`config.mk`:
```
export PLATFORM = sky130hd
export DESIGN_NAME = rs232_rx
export DESIGN_NICKNAME = d
export VERILOG_FILES = /design/src/rtl/rs232_rx.sv
export SDC_FILE = /design/constraint.sdc
export NUM_CORES = 1
export LEC_CHECK = 0
export CAP_MARGIN = 15
export CORE_MARGIN = 5
export CORE_UTILIZATION = 45
export DETAILED_ROUTE_END_ITERATION = 8
export MAX_ROUTING_LAYER = met4
export PLACE_DENSITY_LB_ADDON = 0.3
export SLEW_MARGIN = 0
export SYNTH_ARGS = -nofsm -noshare
export SYNTH_HDL_FRONTEND = slang
export SYNTH_SLANG_ARGS = --single-unit
```
`constraint.sdc`:
```
create_clock -name clk -period 3.3 [get_ports clk]
set_input_delay 0.66 -clock clk [delete_from_list [all_inputs] [get_ports clk]]
set_output_delay 0.66 -clock clk [all_outputs]
set_load 0.005 [all_outputs]
```
`src/rtl/rs232_rx.sv`:
```
// rs232_rx: 8N1 UART receiver with 16x oversampling, 3-sample majority vote
// and a first-word-fall-through receive FIFO on a valid/ready port.
//
// Handshake: a byte leaves the FIFO on every clk edge where rx_valid && rx_ready
// are both high. rx_data/rx_valid describe the head entry and may change only
// after such a pop or after a push into an empty FIFO. rx_ready has no effect
// while rx_valid is low.
module rs232_rx #(
    parameter int CLK_HZ     = 48_000_000,
    parameter int BAUD       = 115200,
    parameter int FIFO_DEPTH = 8
) (
    input  logic       clk,
    input  logic       reset_n,
    input  logic       rx,
    output logic [7:0] rx_data,
    output logic       rx_valid,
    input  logic       rx_ready,
    output logic       frame_err,
    output logic       overrun,
    output logic       busy
);

    // Rounded divider: one tick per 1/16 bit time.
    localparam int DIV = (CLK_HZ + 8 * BAUD) / (16 * BAUD);
    localparam int CW  = (DIV > 1) ? $clog2(DIV) : 1;
    localparam int AW  = $clog2(FIFO_DEPTH);
    localparam logic [CW-1:0] DIV_LAST = CW'(DIV - 1);

    typedef enum logic [2:0] {
        S_IDLE,
        S_START,
        S_DATA,
        S_STOP,
        S_BREAK
    } state_t;

    state_t        state;
    logic          rs_meta;
    logic          rs;
    logic          rs_prev;
    logic [CW-1:0] div_cnt;
    logic [3:0]    sc;
    logic          s0;
    logic          s1;
    logic [2:0]    bit_idx;
    logic [7:0]    shreg;

    logic          tick;
    logic          vote_ev;
    logic          vote;
    logic          push;
    logic          pop;
    logic          full;
    logic          empty;

    logic [7:0]    mem [FIFO_DEPTH];
    logic [AW:0]   wr_ptr;
    logic [AW:0]   rd_ptr;

    // Two-flop synchronizer plus one history flop for falling-edge detection.
    always_ff @(posedge clk) begin
        if (!reset_n) begin
            rs_meta <= 1'b1;
            rs      <= 1'b1;
            rs_prev <= 1'b1;
        end else begin
            rs_meta <= rx;
            rs      <= rs_meta;
            rs_prev <= rs;
        end
    end

    // sc counts ticks within a bit; samples are taken on the ticks that move sc
    // to 7, 8 and 9, the third one being the live rs used directly in the vote.
    assign tick    = (state != S_IDLE) && (div_cnt == DIV_LAST);
    assign vote_ev = tick && (sc == 4'd8);
    assign vote    = (s0 & s1) | (s0 & rs) | (s1 & rs);
    assign busy    = (state != S_IDLE);

    // Receive FSM with its tick divider, sample counter and shift register.
    always_ff @(posedge clk) begin
        if (!reset_n) begin
            state     <= S_IDLE;
            div_cnt   <= '0;
            sc        <= '0;
            s0        <= 1'b0;
            s1        <= 1'b0;
            bit_idx   <= '0;
            shreg     <= '0;
            frame_err <= 1'b0;
        end else begin
            frame_err <= 1'b0;

            if (state == S_IDLE || tick) begin
                div_cnt <= '0;
            end else begin
                div_cnt <= div_cnt + CW'(1);
            end

            if (tick) begin
                sc <= sc + 4'd1;
                if (sc == 4'd6) s0 <= rs;
                if (sc == 4'd7) s1 <= rs;
            end

            case (state)
                S_IDLE: begin
                    if (rs_prev && !rs) begin
                        state <= S_START;
                        sc    <= '0;
                        s0    <= 1'b0;
                        s1    <= 1'b0;
                    end
                end
                S_START: begin
                    if (vote_ev) begin
                        if (vote) begin
                            state <= S_IDLE;
                        end else begin
                            state   <= S_DATA;
                            bit_idx <= '0;
                        end
                    end
                end
                S_DATA: begin
                    if (vote_ev) begin
                        shreg <= {vote, shreg[7:1]};
                        if (bit_idx == 3'd7) begin
                            state <= S_STOP;
                        end else begin
                            bit_idx <= bit_idx + 3'd1;
                        end
                    end
                end
                S_STOP: begin
                    // Leave mid-stop-bit so a back-to-back start edge is not missed.
                    if (vote_ev) begin
                        if (vote) begin
                            state <= S_IDLE;
                        end else begin
                            frame_err <= 1'b1;
                            state     <= S_BREAK;
                        end
                    end
                end
                S_BREAK: begin
                    if (rs) state <= S_IDLE;
                end
                default: state <= S_IDLE;
            endcase
        end
    end

    assign push     = (state == S_STOP) && vote_ev && vote;
    assign pop      = rx_valid && rx_ready;
    assign empty    = (wr_ptr == rd_ptr);
    assign full     = (wr_ptr[AW] != rd_ptr[AW]) &&
                      (wr_ptr[AW-1:0] == rd_ptr[AW-1:0]);
    assign rx_valid = !empty;
    assign rx_data  = mem[rd_ptr[AW-1:0]];

    // Receive FIFO; a push into a full FIFO survives only if a pop frees a slot.
    always_ff @(posedge clk) begin
        if (!reset_n) begin
            wr_ptr  <= '0;
            rd_ptr  <= '0;
            overrun <= 1'b0;
            for (int i = 0; i < FIFO_DEPTH; i++) begin
                mem[i] <= '0;
            end
        end else begin
            overrun <= push && full && !pop;
            if (push && (!full || pop)) begin
                mem[wr_ptr[AW-1:0]] <= shreg;
                wr_ptr              <= wr_ptr + (AW+1)'(1);
            end
            if (pop) begin
                rd_ptr <= rd_ptr + (AW+1)'(1);
            end
        end
    end

endmodule
```
### Word-level counts from Yosys, hierarchy flattened

Memories as Yosys holds them, arrays and structs flattened. A register that Yosys moved wholly into a read port is not among the register bits.
Cells that the tools add are included.

* register bits: 38
* memory bits (writable): 64
* bits of input ports: 4
* output and inout bits: 12
* logic and storage cells: 106
* memories: 1

* $add $sub $neg: 5
* equal/unequal tests: 20
* muxes and demuxes: 35
* bitwise gates (word level): 6
* reductions and logical operators: 25

Memories
* mem: depth 8, width 8, rd ports 1, clocked after memory_dff 1, write ports 8, RTL line 57 `logic [7:0] mem [FIFO_DEPTH];`

Operators with widths (count)
* $mux W3: 14
* $pmux W3 S5: 1
* $mux W1: 14
* $ne A2 B2 Y1 const B: 7
* $add A4 B1 Y4 const B: 3
* $mux W4: 3
* $logic_and A1 B1 Y1: 10
* $eq A4 B3 Y1 const B: 2
* $mux W8: 1
* $reduce_or A8 Y1: 1
* $eq A3 B2 Y1 const B: 2
* $eq A3 B3 Y1 const B: 2
* $pmux W3 S2: 1
* $reduce_and A6 Y1: 1
* $add A5 B1 Y5 const B: 1
* $eq A5 B5 Y1 const B: 1
* $reduce_and A5 Y1: 1
* $eq A4 B4 Y1: 1
* $eq A4 B4 Y1 const B: 1
* $logic_not A1 Y1: 4
* $add A3 B1 Y3 const B: 1
* $and A1 B1 Y1: 3
* $eq A3 B1 Y1 const B: 1
* $eq A3 B3 Y1: 1
* other kinds (12): 14

### Depth between registers and ports, before layout

* word-level depth: 11
* depth in mapped cells: 8
* mapped depth without buffers: 6

### Worst setup path after synthesis

No wires, ideal clock.

* kind: input to register
* start: input rx_ready
* end: memory mem[1][0] (enable)
* library setup time: 0.387 ns
* arrival time: 2.186 ns
* data required time: 2.913 ns
* setup slack: 0.728 ns
* cell stages on the path: 5
* cell sequence: nor2_1 > buf_2 > a211o_1 > buf_6 > o31ai_1

RTL lines
* from (decl): RTL line 18 `input logic rx_ready,`
* to (decl): RTL line 57

==> flow_summary_export.csv <==
group,metric,value,unit
critical_path,max_stage_delay,0.58,ns
route,viasPerCell,5.33,
route,dr.pass1.iters,4,
final_layout,final_cell_mix,"and2_1 (65), edfxtp_1 (64), dfxtp_1 (41), nor2_1 (23), mux2i_1 (21)",
place,io_buffers,15,
final_layout,insertedDiodeCount,0,
logic_synthesis,async_reset_ff_share,0,%
timing,final-hold-violation-count,0,
logic_synthesis,ys_seq_elements,105,
timing,relSlewSlack,56.3,%
clock_tree,post_cts.repair.setup_buffers,0,
logic_synthesis,avgSynthCellArea,13.0,um^2
final_layout,drive_gt1_share,16.2,%
critical_path,cp_slowest_cell,"mux4_2",
floorplan,ios,16,
timing,clock.fmax,337,MHz
critical_path,crit_type,"flop to primary output",
critical_path,path_cells,"buf_4, mux4_2, mux2_2, clkdlybuf4s50_1",
timing,rsz0062_at_grt,"no",
critical_path,required,2.64,ns
clock_tree,clock_path_buffers,2,
timing,slew_violations,0,
clock_tree,cts_buffers,9,
min_path,hold_class,"flop to flop",
clock_tree,path_clk_slew,0.07,ns
grt,grt_max_degree,27,
timing,setup-tns-final,0,ns
power_and_ir_drop,leakage,1.94,nW
run,drv_cap,0,
floorplan,die_x,116,um
final_layout,nets,421,
timing,fin_skew,0.0113,ns
logic_synthesis,yosys_warnings,0,
critical_path,cp-start-kind,"flop",
clock_tree,worstSkewPairLatency,0.34,ns
critical_path,crit_fanout,16,
clock_tree,ctsResizeCount,0,
timing,setup_viol,0,
place,dpl_worst_slack,0.644,ns
clock_tree,htreeDepth,3,
grt,grt_usage,16.3,%
floorplan,start_util,46.4,%
power_and_ir_drop,pwr_density_cell,448,nW/um^2
timing,min_period,2.97,ns
grt,antenna_found_initial,0,
route,first_iter_violations,182,
clock_tree,cts_hold_buf,0,
floorplan,rows,38,
place,place_hpwl,6.68,mm
floorplan,die_y,116,um
route,wirelength,9.85,mm
timing,fin_crit_sh,90.0,%
logic_synthesis,yosysTopAreaCellShare,37.9,%
clock_tree,cts_num_sinks,105,
grt,first_global_vias,3077,
grt,grt_pass1_wl,16.3,mm
timing,worstMarginPinSlew,0.639,ns
timing,setup_slack,0.330,ns
logic_synthesis,synth_area,5070,um^2
logic_synthesis,ys_seq_area_share,54.1,%
power_and_ir_drop,ir_drop,0.303,mV
final_layout,area_growth,11.7,%
route,drc_errors,0,
logic_synthesis,synth_edf_count,64,
route,vias,2950,
clock_tree,tritoncts,"built",
status,status,"finished clean",
final_layout,fillers,976,
logic_synthesis,synth_area_leaders,"edfxtp_1 (38%), dfxtp_1 (16%), and2_1 (8.0%), mux4_2 (7.1%), a2111oi_4 (4.3%)",
place,place_congestion,0.771,
critical_path,r2r_slack,0.83,ns
final_layout,final_common_cell,"and2_1",
logic_synthesis,ys.flop_type,"edfxtp_1",
route,antenna_left,0,
floorplan,die_area,13500,um^2
floorplan,core,10900,um^2
logic_synthesis,synth_area_leader_cell,"edfxtp_1",
logic_synthesis,ys_types,50,
clock_tree,clock-root-buffer,"clkbuf_16",
route,wl_per_cell,17.8,um
logic_synthesis,synthCells,390,
critical_path,cp-end-kind,"primary output",
critical_path,worst-path-buf-inv,2,
critical_path,arrival,2.31,ns
logic_synthesis,syn_nets,403,
grt,grt-ovfl-total,0,
critical_path,critPathTopFamily,"multiplexers",
power breakdown:
part / switching [mW] / internal, mW / total (mW) / leakage, nW
logic: 0.0516 / 0.0440 / 0.0955 / 0.864
registers: 0.0148 / 1.43 / 1.44 / 0.938
clock network: 0.482 / 0.519 / 1.00 / 0.133
total: 0.548 / 1.99 / 2.54 / 1.94
registers in the layout (all words and copies together), names as in the netlist, named ones only:
register   count
shreg          8
rs             1
s1             1
sc             4
wr_ptr         4
frame_err      1
state          3
rs_prev        1
rs_meta        1
overrun        1
mem           64
div_cnt        5
bit_idx        3
s0             1
rd_ptr         4
cell usage after synthesis (6+ instances only):
cell type and instances:
clkbuf_1 10, a2111oi_4 8, nand2b_1 12, mux2i_1 21, nand2_1 20, dfxtp_1 41, ha_1 9, edfxtp_1 64
nor2_1 24, o31ai_1 8, mux4_2 16, and2_1 65, nand3_1 12, a21oi_1 6, mux2_2 9, inv_1 6
cell families (layout without fill, tap and decap cells):
kind of cell | Yosys count | after routing | synth area share, %
and+or+nand+nor | 154 | 154 | 17.4
muxes | 46 | 46 | 13.3
xor gates and xnor gates | 10 | 10 | 2.02
adders and majority gates | 10 | 10 | 2.42
buffers and inverters | 28 | 51 | 2.67
DFF | 105 | 105 | 54.1
AOI/OAI and AO/OA | 37 | 37 | 8.14
worst paths after layout:
| check | start | endpoint | cells past startpoint |
|---|---|---|---|
| setup / recovery | flop | rx_data[3] | 4 |
| hold / removal | rs_meta$_SDFF_PN1_ | rs$_SDFF_PN1_ | 1 |
| hold reg to reg | rs_meta$_SDFF_PN1_ | rs$_SDFF_PN1_ | 1 |
| setup reg to reg | div_cnt[0]$_SDFF_PP0_ | mem[4][3]$_SDFFCE_PN0P_ | 5 |
worst register-to-register path, cell delays in order, from the launching register on:
cell and delay, ns:
dfxtp_1 0.38, ha_1 0.19, and4b_1 0.48, nand4_4 0.36, a2111oi_4 0.71, and2_1 0.22
routing by layer:
metal,part of all wire (%),vias up,GRT usage (%)
met5,0,-,-
met4,0.89,0,4.25
met3,2.3,6,2.44
met2,49,48,26.1
met1,48,1442,21.9
li1,-,1454,-
area by class of cell:
type | count | area (um^2) | share of cell area (%)
inverters | 7 | 26.3 | 0.464
clock buffers | 9 | 225 | 3.98
multi-input cells | 257 | 2190 | 38.7
clock inverters | 7 | 52.6 | 0.928
repair buffers | 28 | 248 | 4.37
well taps | 140 | 175 | 3.09
flip-flops and latches | 105 | 2740 | 48.4
through the flow:
step | instances | utilization (%) | hold slack [ns] | area, um^2 | total power, mW
after floorplan | 390 | - | 0.386 | 5070 | 1.52
after global placement | 537 | 49.3 | 0.398 | 5390 | 1.57
after detailed placement | 537 | 49.3 | 0.405 | 5390 | 1.57
after CTS | 553 | 51.8 | 0.425 | 5660 | 2.57
after global routing | 553 | 51.8 | 0.449 | 5660 | 2.64
final | 553 | 51.8 | 0.420 | 5660 | 2.54
(Power assumes the default switching activity.)
